$ cat config.mk
export PLATFORM = sky130hd
export DESIGN_NAME = latch_bank_write_sequencer
export DESIGN_NICKNAME = d
export VERILOG_FILES = /design/src/rtl/latch_seq_pkg.sv /design/src/rtl/rr_arbiter.sv /design/src/rtl/latch_bank_write_sequencer.sv
export SDC_FILE = /design/constraint.sdc
export NUM_CORES = 1
export LEC_CHECK = 0
export CORE_MARGIN = 2
export CORE_UTILIZATION = 51
export DETAILED_ROUTE_END_ITERATION = 8
export PLACE_DENSITY_LB_ADDON = 0.25
export SLEW_MARGIN = 25
export SYNTH_ARGS = -nofsm -noshare
export SYNTH_HDL_FRONTEND = slang
export SYNTH_SLANG_ARGS = --single-unit
export TNS_END_PERCENT = 5
$ cat constraint.sdc
create_clock -name CLK -period 4.35 [get_ports CLK]
set_clock_uncertainty 0.2 [all_clocks]
set_input_delay 0.6525 -clock CLK [delete_from_list [all_inputs] [get_ports CLK]]
set_output_delay 0.6525 -clock CLK [all_outputs]
set_load 0.01 [all_outputs]
$ cat src/rtl/latch_seq_pkg.sv
// Shared types and helpers for the latch bank write sequencer.
// Holds the FSM state encoding and the counter sizing used by the top and its arbiter.
package latch_seq_pkg;

    typedef enum logic [2:0] {
        IDLE,
        SETUP,
        PULSE,
        HOLD,
        CLEAR
    } seq_state_t;

    // Phase counters hold SETUP_CYC-1, HOLD_CYC-1 or CLR_CYC-1, so each phase length must stay below 2**PHASE_W.
    localparam int PHASE_W = 8;

    function automatic int clog2(input int value);
        int result;
        result = 0;
        for (int v = value - 1; v > 0; v = v >> 1) begin
            result++;
        end
        return result;
    endfunction

endpackage

$ cat src/rtl/rr_arbiter.sv
// Combinational round-robin arbiter: grants the first set request at or above ptr, wrapping.
// The caller registers the grant.
module rr_arbiter #(
    parameter int N  = 4,
    parameter int PW = 2
) (
    input  logic [N-1:0]  req,
    input  logic [PW-1:0] ptr,
    output logic [N-1:0]  grant
);

    logic found;

    // Walk offsets from the pointer; the inner loop keeps every index a loop constant.
    always_comb begin
        grant = '0;
        found = 1'b0;
        for (int off = 0; off < N; off++) begin
            for (int j = 0; j < N; j++) begin
                if (!found && req[j] && (j == ((int'(ptr) + off) % N))) begin
                    grant[j] = 1'b1;
                    found    = 1'b1;
                end
            end
        end
    end

endmodule

$ cat src/rtl/latch_bank_write_sequencer.sv
// Arbitrates writes from N_REQ requesters into a bank of transparent latches and sequences
// bank clears; every latch-facing output comes straight from a flop.
module latch_bank_write_sequencer
    import latch_seq_pkg::*;
#(
    parameter int N_REQ     = 4,
    parameter int DEPTH     = 8,
    parameter int DW        = 8,
    parameter int AW        = 3,
    parameter int SETUP_CYC = 1,
    parameter int HOLD_CYC  = 1,
    parameter int CLR_CYC   = 2
) (
    input  logic                CLK,
    input  logic                RSTB,
    input  logic [N_REQ-1:0]    req,
    input  logic [N_REQ*AW-1:0] req_addr,
    input  logic [N_REQ*DW-1:0] req_data,
    output logic [N_REQ-1:0]    ack,
    output logic                wr_err,
    input  logic                clr_req,
    output logic                clr_done,
    output logic [DEPTH-1:0]    lat_en,
    output logic [DW-1:0]       lat_d,
    output logic                lat_rstb,
    output logic                busy
);

    localparam int PTR_W = (clog2(N_REQ) > 0) ? clog2(N_REQ) : 1;
    localparam logic [PHASE_W-1:0] SETUP_LOAD = PHASE_W'(SETUP_CYC - 1);
    localparam logic [PHASE_W-1:0] HOLD_LOAD  = PHASE_W'(HOLD_CYC - 1);
    localparam logic [PHASE_W-1:0] CLR_LOAD   = PHASE_W'(CLR_CYC - 1);

    seq_state_t         state_q, state_n;
    logic [PHASE_W-1:0] cnt_q, cnt_n;
    logic [PTR_W-1:0]   ptr_q, ptr_n;
    logic [PTR_W-1:0]   gidx_q, gidx_n;
    logic [N_REQ-1:0]   grant_q, grant_n;
    logic [N_REQ-1:0]   arb_grant;
    logic [AW-1:0]      addr_q, addr_n;
    logic [DW-1:0]      d_n;
    logic               pend_q, pend_n;
    logic               addr_ok;
    logic               last_n;
    logic [DEPTH-1:0]   en_n;
    logic [N_REQ-1:0]   ack_n;
    logic               err_n, done_n, rstb_n, busy_n;

    rr_arbiter #(
        .N  (N_REQ),
        .PW (PTR_W)
    ) u_arb (
        .req   (req),
        .ptr   (ptr_q),
        .grant (arb_grant)
    );

    assign addr_ok = int'(addr_q) < DEPTH;

    // Next-state logic; outputs are derived from the next state so they can be registered.
    always_comb begin
        state_n = state_q;
        cnt_n   = cnt_q;
        ptr_n   = ptr_q;
        gidx_n  = gidx_q;
        grant_n = grant_q;
        addr_n  = addr_q;
        d_n     = lat_d;
        pend_n  = pend_q | clr_req;

        case (state_q)
            IDLE: begin
                if (pend_q || clr_req) begin
                    state_n = CLEAR;
                    cnt_n   = CLR_LOAD;
                    pend_n  = 1'b0;
                end else if (|req) begin
                    state_n = SETUP;
                    cnt_n   = SETUP_LOAD;
                    grant_n = arb_grant;
                    for (int j = 0; j < N_REQ; j++) begin
                        if (arb_grant[j]) begin
                            gidx_n = PTR_W'(j);
                            addr_n = req_addr[j*AW +: AW];
                            d_n    = req_data[j*DW +: DW];
                        end
                    end
                end
            end
            SETUP: begin
                if (cnt_q == '0) begin
                    state_n = PULSE;
                end else begin
                    cnt_n = cnt_q - 1'b1;
                end
            end
            PULSE: begin
                state_n = HOLD;
                cnt_n   = HOLD_LOAD;
            end
            HOLD: begin
                if (cnt_q == '0) begin
                    state_n = IDLE;
                    ptr_n   = PTR_W'((int'(gidx_q) + 1) % N_REQ);
                end else begin
                    cnt_n = cnt_q - 1'b1;
                end
            end
            CLEAR: begin
                if (cnt_q == '0) begin
                    state_n = IDLE;
                end else begin
                    cnt_n = cnt_q - 1'b1;
                end
            end
            default: begin
                state_n = IDLE;
            end
        endcase

        last_n = (cnt_n == '0);
        en_n   = '0;
        for (int w = 0; w < DEPTH; w++) begin
            if ((state_n == PULSE) && (int'(addr_q) == w)) begin
                en_n[w] = 1'b1;
            end
        end
        ack_n  = ((state_n == HOLD) && last_n) ? grant_q : '0;
        err_n  = (state_n == HOLD) && last_n && !addr_ok;
        done_n = (state_n == CLEAR) && last_n;
        rstb_n = (state_n != CLEAR);
        busy_n = (state_n != IDLE);
    end

    // Reset holds the bank cleared; lat_rstb rises on the first edge after release.
    always_ff @(posedge CLK or negedge RSTB) begin
        if (!RSTB) begin
            state_q  <= IDLE;
            cnt_q    <= '0;
            ptr_q    <= '0;
            gidx_q   <= '0;
            grant_q  <= '0;
            addr_q   <= '0;
            pend_q   <= 1'b0;
            lat_d    <= '0;
            lat_en   <= '0;
            ack      <= '0;
            wr_err   <= 1'b0;
            clr_done <= 1'b0;
            lat_rstb <= 1'b0;
            busy     <= 1'b0;
        end else begin
            state_q  <= state_n;
            cnt_q    <= cnt_n;
            ptr_q    <= ptr_n;
            gidx_q   <= gidx_n;
            grant_q  <= grant_n;
            addr_q   <= addr_n;
            pend_q   <= pend_n;
            lat_d    <= d_n;
            lat_en   <= en_n;
            ack      <= ack_n;
            wr_err   <= err_n;
            clr_done <= done_n;
            lat_rstb <= rstb_n;
            busy     <= busy_n;
        end
    end

endmodule

Word-level counts from Yosys, hierarchy flattened
Index checks and enable logic that the tools add are counted.
{"block": "classes", "n_mux": 62, "n_eq_ne": 27, "n_bitwise": 5, "div_mod_pow": 0, "order_cmp": 0, "shift": 0, "multipliers": 0, "addsub": 5, "reduce_logical": 76}
{"cell": "32-bit logical NOT", "count": 4}
{"cell": "8-bit two-way mux", "count": 7}
{"cell": "1-bit logical AND", "count": 41}
{"cell": "1-bit two-way mux", "count": 40}
{"cell": "3-bit two-way mux", "count": 8}
{"cell": "8-bit one-hot mux with 3 select lines", "count": 1}
{"cell": "3-bit by 2-bit equality test with 1-bit output (second input constant)", "count": 6}
{"cell": "3-bit equality test (first input constant)", "count": 6}
{"cell": "3-bit equality test (second input constant)", "count": 6}
{"cell": "8-bit logical NOT", "count": 2}
{"cell": "1-bit logical NOT", "count": 15}
{"cell": "3-bit one-hot mux with 4 select lines", "count": 1}
{"cell": "2-bit by 3-bit equality test with 1-bit output (first input constant)", "count": 3}
{"cell": "2-bit two-way mux", "count": 4}
{"cell": "2-bit OR reduction", "count": 4}
{"cell": "8-bit by 1-bit subtractor with 8-bit output (second input constant)", "count": 1}
{"cell": "3-bit by 1-bit equality test with 1-bit output (second input constant)", "count": 2}
{"cell": "3-bit logical NOT", "count": 2}
{"cell": "2-bit by 1-bit adder with 2-bit output (second input constant)", "count": 2}
{"cell": "2-bit adder (second input constant)", "count": 2}
{"cell": "2-bit equality test (first input constant)", "count": 2}
{"cell": "4-bit two-way mux", "count": 1}
{"cell": "4-bit AND reduction", "count": 1}
{"cell": "4-bit nonzero test", "count": 1}
{"cell": "11 further kinds", "count": 13}
{"block": "word_totals", "latchBits": 0, "romBits": 0, "wordCells": 188, "output_inout_bits": 24, "ram_bits": 0, "ff_bits": 46, "memories": 0}

Depth between registers and ports, before layout
Gate-level depths: netlist of the first run.
{"block": "logic_depth", "word_depth": 65, "ltp_mapped": 9, "ltp_nobuf": 8}

By module
From an unflattened synthesis of the first run, not the netlist that was laid out.
{"block": "unflattened", "cells_unflattened": 267, "area_unflattened_um2": 2506.2}
{"module": "latch_bank_write_sequencer", "instances": 1, "area_per_inst_um2": 2403.6, "seq_area_each_um2": 1151.1, "cells_each": 250}
{"module": "rr_arbiter", "instances": 1, "area_per_inst_um2": 102.6, "seq_area_each_um2": 0.0, "cells_each": 17}

Least setup slack after synthesis of the first run
No wires, ideal clock.
{"block": "synth_path", "kind": "reg2reg", "startpoint": "register cnt_q[0]", "endpoint": "register ack[0]", "slack_ns": 1.680, "stages_incl_launch_ff": 10, "arrival_ns": 2.404, "period_less_slack_ns": 2.670, "path_buffers": 1, "required_time_ns": 4.084, "path_cell_list": "dfrtp_1 > inv_1 > ha_1 > or4b_4 > buf_6 > a221oi_2 > a21oi_1 > a2111o_1 > nor4_4 > and2_1"}
{"block": "synth_between", "elab_chain_cells": 6, "word_cells_on_any_way": 13}
{"item": "start, declared", "line_no": "latch_bank_write_sequencer.sv:35", "source": "logic [PHASE_W-1:0] cnt_q, cnt_n;"}
{"item": "start signal, assigned", "line_no": "latch_bank_write_sequencer.sv:154", "source": "cnt_q <= cnt_n;"}
{"item": "8-bit by 1-bit subtractor with 8-bit output, or another cell as far along", "line_no": "latch_bank_write_sequencer.sv:94, latch_bank_write_sequencer.sv:106, latch_bank_write_sequencer.sv:113"}
{"item": "8-bit two-way mux, or another cell as far along", "line_no": "latch_bank_write_sequencer.sv:91, latch_bank_write_sequencer.sv:102, latch_bank_write_sequencer.sv:110"}
{"item": "8-bit one-hot mux with 3 select lines / 3-bit one-hot mux with 4 select lines (equally long branches)", "line_no": "latch_bank_write_sequencer.sv:71", "source": "case (state_q)"}
{"item": "8-bit logical NOT / 3-bit by 2-bit equality test with 1-bit output (equally long branches)"}
{"item": "1-bit logical AND (*)"}
{"item": "4-bit two-way mux (*)", "line_no": "latch_bank_write_sequencer.sv:128", "source": "ack_n = ((state_n == HOLD) && last_n) ? grant_q : '0;"}
{"item": "via ack_n[0]", "line_no": "latch_bank_write_sequencer.sv:46", "source": "logic [N_REQ-1:0] ack_n;"}
{"item": "end signal, assigned", "line_no": "latch_bank_write_sequencer.sv:162", "source": "ack <= ack_n;"}
{"item": "end, declared", "line_no": "latch_bank_write_sequencer.sv:19", "source": "output logic [N_REQ-1:0] ack,"}
The timed path passes the listed nets; every way through them passes the cells marked *.
A chain may end at the register's enable or synchronous reset.

Worst setup path after layout of the first run
{"block": "layout_path", "startpoint": "register cnt_q[0]", "endpoint": "register ack[2]"}
The elaborated chain is that of the path after synthesis.

==> results.toml, run 1 <==
[status]
status = "completed"

[timing]
accumulated_negative_setup_slack_ns = 0
crit_path_setup_slack_layout_ns = 1.40
finalCritPeriodShare_pct = 67.8
setup_repair_after_global_routing_missed_its_margin = "false"
timing.final.setup_violations = 0
worstMarginPinSlew_ns = 0.978
final_period_minus_worst_setup_slack_ns = 2.95
final_hold_viol_count = 0
max_freq_ghz = 0.339
drv_slew = 0
timing.max_slew.rel_slack_pct = 34.3

[floorplanning]
floorplan.initialDensity_pct = 53.3
area_of_the_placeable_core_um2 = 4750
dieArea_um2 = 5550
core.rowCount = 25
floorplan.die.width_um = 74.5
die_h_um = 74.5
floorplan.io_pins = 75

[global_routing]
first_pass_grt_wire_length_um = 10000
top_usage_layer = "met2"
met3_track_demand_over_resource_pct = 7.45
grt_met2_use_pct = 40.8
grt_overflow = 0
grtUsageTotal_pct = 23.4
first_global_vias = 2291
met1_demand_to_capacity_share_in_global_routing_pct = 26.9
grt_start_max_net_pins = 47
antenna_found_initial = 0

[logic_synthesis]
synthesis.area_um2 = 2530
synth_top_area_share_pct = 45.4
synth_top_cell_by_area = "sky130_fd_sc_hd__dfrtp_1"
synth_top_flop_cell = "sky130_fd_sc_hd__dfrtp_1"
netlist_top_cells_area = "sky130_fd_sc_hd__dfrtp_1 (45%), sky130_fd_sc_hd__nor2_1 (7.1%), sky130_fd_sc_hd__a21oi_1 (5.7%), sky130_fd_sc_hd__mux2i_1 (4.7%), sky130_fd_sc_hd__a211o_1 (3.8%)"
synthCells = 275
synth-edff-count = 0
avgSynthCellArea_um2 = 9.22
synth_fp_nets = 327
ys_async_sr_fraction_pct = 100
synthesis.yosys.warnings = 0
netlist-cell-type-count = 58
ys_seq_area_share_pct = 45.4
ys_ff_latch = 46

[detailed_routing]
route.antenna.remaining_nets = 0
routed_wire_length_um = 5990
post_drt_via_cell_ratio = 5.60
via_count = 2281
drt_iter0_markers = 96
first_pass_iters = 4
routed_wire_length_per_instance_um = 14.7
drc = 0

[clock_network]
ctsLongestPathBuffers = 2
clock_latency_ns = 0.31
cts_made_buffers = 5
post_cts.resized_instances = 0
cts_tree = "built"
cts-root-buf = "sky130_fd_sc_hd__clkbuf_8"
cts.clk_slew.worst_paths_ns = 0.09
cts_hold_repair.buffers = 0
cts.sink_count = 46
clock_tree.htree_level_count = 2
postCtsSetupRepairBufs = 0

[final_layout]
design.final.nets = 391
num_antenna_cells = 0
final_area_um2 = 3380
drive_gt1_share_pct = 7.35
fin_util_pct = 71.1
layout-area-overhead-vs-synth_pct = 33.4

[critical_path]
worst-setup-path-type = "flip-flop to flip-flop"
cp_max_fo = 9
critical_path.endpoint_type = "flip-flop"
worst_setup_path_startpoint = "cnt_q[0]"
start_of_the_worst_register_to_register_path = "cnt_q[0]"
worstPathArrival_ns = 3.00
timing.critical_path.required_ns = 4.40
crit_path_start_kind = "flip-flop"

[place]
io_buffers = 73
place.gp.congestion = 0.862
dpl-instance-area_um2 = 3270
dp_slack_ns = 1.28
dpl.hpwl_um = 4240

[worst_hold_path]
hold_path.class = "input pin to async pin"

[flow_run]
max-cap-violations = 0

[power]
power.density_cell_area_nw_per_um2 = 544
power_w = 0.00184
peakVddDrop_v = 0.000291
total_leakage_power_nw = 1.48
-- through the flow --
step | instances | hold slack, ns
after CTS | 407 | 0.284
after global placement | 399 | 0.252
after floorplan | 275 | 0.157
final | 407 | 0.132
after detailed placement | 399 | 0.263
after global routing | 407 | 0.179
-- synth_stat cells (3+ instances only) --
library cell               instances
sky130_fd_sc_hd__nor2b_1           3
sky130_fd_sc_hd__inv_1             4
sky130_fd_sc_hd__buf_2             3
sky130_fd_sc_hd__mux2i_1          12
sky130_fd_sc_hd__a21oi_1          29
sky130_fd_sc_hd__a21o_1            3
sky130_fd_sc_hd__clkbuf_1         10
sky130_fd_sc_hd__nand2b_1          4
sky130_fd_sc_hd__o21ai_0          12
sky130_fd_sc_hd__nor2_1           48
sky130_fd_sc_hd__nand3_1           4
sky130_fd_sc_hd__and2_1            5
sky130_fd_sc_hd__or3_1             3
sky130_fd_sc_hd__dfrtp_1          46
sky130_fd_sc_hd__buf_6             3
sky130_fd_sc_hd__nor3b_1           3
sky130_fd_sc_hd__nor3_1            6
sky130_fd_sc_hd__nand2_1          21
sky130_fd_sc_hd__a211o_1          11
-- path summary, 6_finish.rpt --
check                           cells after the start          to  slack, ns
worst max-delay path                                8      ack[2]       1.40
max in group asynchronous                           1    lat_rstb       3.41
min in group CLK                                    2  grant_q[0]       0.28
worst min-delay path                                1    cnt_q[3]       0.13
worst min register to register                      2  grant_q[0]       0.28
worst max register to register                      8      ack[2]       1.40
-- state kept, by name, indices dropped and copies added (netlist names) --
name      count
ack           4
addr_q        3
busy          1
clr_done      1
cnt_q         8
gidx_q        2
grant_q       4
lat_d         8
lat_en        8
lat_rstb      1
pend_q        1
ptr_q         2
state_q       3
-- cell type report --
| cell class | instances | area, um^2 |
|---|---|---|
| fill | 380 | 1370 |
| multi-input combinational | 207 | 1270 |
| sequential | 46 | 1150 |
| timing repair buffer | 75 | 743 |
| tap | 67 | 83.8 |
| clock buffer | 5 | 68.8 |
| clock inverter | 3 | 43.8 |
| inverter | 4 | 15.0 |
-- layer usage --
layer  part of all wire, %  vias to the layer above
met5                     0                        -
met4                   1.8                        0
met3                   6.8                       10
met2                    50                       85
met1                    41                     1085
li1                      -                     1101
-- logic make-up after synthesis --
group                    after synthesis  synth area share, %
AND/OR/NAND/NOR                      113                 22.7
other                                  1                0.148
AO/OA/AOI/OAI                         77                 20.9
adder cells (fa/ha/maj)                1                0.494
buffers and inverters                 22                 4.64
flip-flops                            46                 45.4
XOR/XNOR                               3                 1.04
multiplexers                          12                 4.74
-- cells in the final DEF (no fill, tap or decap), types with 3 or more instances in the layout --
cell type	n
sky130_fd_sc_hd__o21ai_0	12
sky130_fd_sc_hd__dfrtp_1	46
sky130_fd_sc_hd__inv_1	4
sky130_fd_sc_hd__buf_4	3
sky130_fd_sc_hd__a21oi_1	29
sky130_fd_sc_hd__nand2_1	21
sky130_fd_sc_hd__nor2_1	48
sky130_fd_sc_hd__clkbuf_8	5
sky130_fd_sc_hd__clkdlybuf4s50_1	72
sky130_fd_sc_hd__a211o_1	11
sky130_fd_sc_hd__mux2i_1	12
sky130_fd_sc_hd__nand3_1	4
sky130_fd_sc_hd__nor2b_1	3
sky130_fd_sc_hd__or3_1	3
sky130_fd_sc_hd__nor3b_1	3
sky130_fd_sc_hd__nor3_1	6
sky130_fd_sc_hd__and2_1	5
sky130_fd_sc_hd__nand2b_1	4
sky130_fd_sc_hd__a21o_1	3
-- power breakdown --
part	internal (W)	switching (W)
Combinational	0.000397	0.000437
Sequential	0.000552	0.000130
Clock	0.000172	0.000152
Total	0.00112	0.000719
-- critical path: stages (launching register included) --
cell and delay, ns:
sky130_fd_sc_hd__dfrtp_1 0.44, sky130_fd_sc_hd__inv_1 0.12, sky130_fd_sc_hd__ha_1 0.24, sky130_fd_sc_hd__or4b_4 0.54
sky130_fd_sc_hd__o22ai_2 0.35, sky130_fd_sc_hd__a21oi_1 0.09, sky130_fd_sc_hd__a2111o_1 0.45, sky130_fd_sc_hd__nor4_4 0.28
sky130_fd_sc_hd__and2_1 0.17
(Power assumes the default switching activity.)
==> run 2, diff against run 1 <==
- CORE_UTILIZATION: 51 -> 47
- clock period: 4.35 -> 2.85 ns (I/O delays scaled with it)
==> run 2 against run 1 <==
Net effect: fmax grew 10%; worst setup slack lost 1.2 ns; design area grew 3.7%; sequential cell count is the same; total power grew 55%; clock power grew 24%; sequential power grew 47%; clock-buffer cell count is the same; via count grew 4.2%; worst hold slack gained 0.14 ns; routed wire length grew 7.4%; utilization shrank 3.3 points.
==> results.toml, run 2 (synthesis gave the netlist of run 1 again) <==
[timing]
final_hold_viol_count = 0
drv_slew = 0
finalCritPeriodShare_pct = 93.8
final_period_minus_worst_setup_slack_ns = 2.67
worstMarginPinSlew_ns = 0.755
crit_path_setup_slack_layout_ns = 0.176
setup_repair_after_global_routing_missed_its_margin = "false"
timing.final.setup_violations = 0
max_freq_ghz = 0.374
timing.max_slew.rel_slack_pct = 49.7
accumulated_negative_setup_slack_ns = 0

[floorplanning]
floorplan.die.width_um = 77.4
dieArea_um2 = 6000
die_h_um = 77.4
area_of_the_placeable_core_um2 = 5170
core.rowCount = 26
floorplan.initialDensity_pct = 49.0
floorplan.io_pins = 75

[detailed_routing]
met3_wirelength_um = 365
routed-wl-met2_um = 3240
route.top_layer_used = "met4"
post_drt_via_cell_ratio = 5.53
drc = 0
routed_wire_length_um = 6430
first_pass_iters = 4
route.antenna.remaining_nets = 0
via_count = 2376
met1Wirelength_um = 2730
drt_iter0_markers = 100
routed_wire_length_per_instance_um = 15.0

[final_layout]
num_antenna_cells = 0
fin_util_pct = 67.8
design.final.nets = 411
num-fill-cells = 446
layout.cells.most_common = "sky130_fd_sc_hd__clkdlybuf4s50_1"
layout-area-overhead-vs-synth_pct = 38.3
final_cell_mix = "sky130_fd_sc_hd__clkdlybuf4s50_1 (72), sky130_fd_sc_hd__nor2_1 (48), sky130_fd_sc_hd__dfrtp_1 (46)"
drive_gt1_share_pct = 12.5
top_regs = "cnt_q: 8 flops, lat_d: 8 flops, lat_en: 8 flops"

[clock_network]
ctsLongestPathBuffers = 2
cts.clk_slew.worst_paths_ns = 0.09
postCtsSetupRepairBufs = 0
cts.sink_count = 46
cts-root-buf = "sky130_fd_sc_hd__clkbuf_8"
clock_tree.htree_level_count = 2
cts_made_buffers = 5
cts_tree = "built"
clock_latency_ns = 0.30

[place]
dp_slack_ns = 0.104
io_buffers = 73
place.gp.congestion = 0.959
dpl.hpwl_um = 4790

[global_routing]
grt_start_max_net_pins = 26
grtUsageTotal_pct = 22.1
first_global_vias = 2278
antenna_found_initial = 0
grt_overflow = 0
first_pass_grt_wire_length_um = 10600

[worst_hold_path]
hold_path.class = "flip-flop to flip-flop"
hold_start = "grant_q[0]"

[flow_run]
max-cap-violations = 0

[critical_path]
worst-setup-path-type = "flip-flop to flip-flop"
reg2reg_setup_slack_ns = 0.18
worst_setup_path_startpoint = "cnt_q[0]"
timing.critical_path.required_ns = 2.88
start_of_the_worst_register_to_register_path = "cnt_q[0]"
cp_max_fo = 6
reg2reg_to = "ack[3]"
rr_worst_depth = 8
critPathCapture = "ack[3]"
worstPathArrival_ns = 2.71
critical_path.endpoint_type = "flip-flop"
crit_path_start_kind = "flip-flop"

[status]
status = "completed"

[power]
total_leakage_power_nw = 1.56
power_w = 0.00285
peakVddDrop_v = 0.000406
power.density_cell_area_nw_per_um2 = 812
[run 2: how the worst min path moves through the flow]
stage                       endpoint  depth (start not counted)
after floorplan               ack[0]                          0
after global placement      cnt_q[3]                          1
after detailed placement    cnt_q[3]                          1
after CTS                 grant_q[0]                          2
after global routing      grant_q[3]                          2
final                     grant_q[0]                          2
[run 2: cell type report]
type	instances	area, um^2	share of cell area (%)
inverter	4	15.0	0.428
multi-input combinational	207	1270	36.2
clock buffer	5	68.8	1.96
sequential	46	1150	32.8
tap	70	87.6	2.50
clock inverter	3	21.3	0.607
timing repair buffer	95	893	25.5
[run 2: power by group]
part | internal (W) | switching [W] | total, W | leakage [nW]
clock network | 0.000173 | 0.000231 | 0.000403 | 0.0441
logic | 0.000704 | 0.000737 | 0.00144 | 0.926
registers | 0.000843 | 0.000159 | 0.00100 | 0.586
[run 2: what timing repair did]
item	CTS	global route
endpoints found under the setup margin	0	4
hold buffers	1	0
gates resized for setup	0	1
hold endpoints to repair	21	0
[run 2: metrics by stage]
stage / instance area [um^2] / std cells / hold WS, ns
2_1_floorplan: 2530 / 275 / -0.0681
3_3_place_gp: 3400 / 421 / 0.240
3_5_place_dp: 3400 / 421 / 0.247
4_1_cts: 3500 / 430 / 0.273
5_1_grt: 3510 / 430 / 0.313
6_report: 3510 / 430 / 0.270
[run 2: worst max-delay path, cell delays in order, from the launching register on]
cell                       delay, ns
sky130_fd_sc_hd__dfrtp_1        0.38
sky130_fd_sc_hd__inv_1          0.09
sky130_fd_sc_hd__ha_2           0.22
sky130_fd_sc_hd__or4b_4         0.53
sky130_fd_sc_hd__a221oi_2       0.29
sky130_fd_sc_hd__a21oi_1        0.09
sky130_fd_sc_hd__a2111o_1       0.44
sky130_fd_sc_hd__nor4_4         0.19
sky130_fd_sc_hd__and2_1         0.18
[run 2: per-layer routing]
layer  track usage (%)  vias up
li1                  -     1147
met1              27.3     1133
met2              39.0       85
met3              4.53       11
met4              6.25        0
met5                 0        -
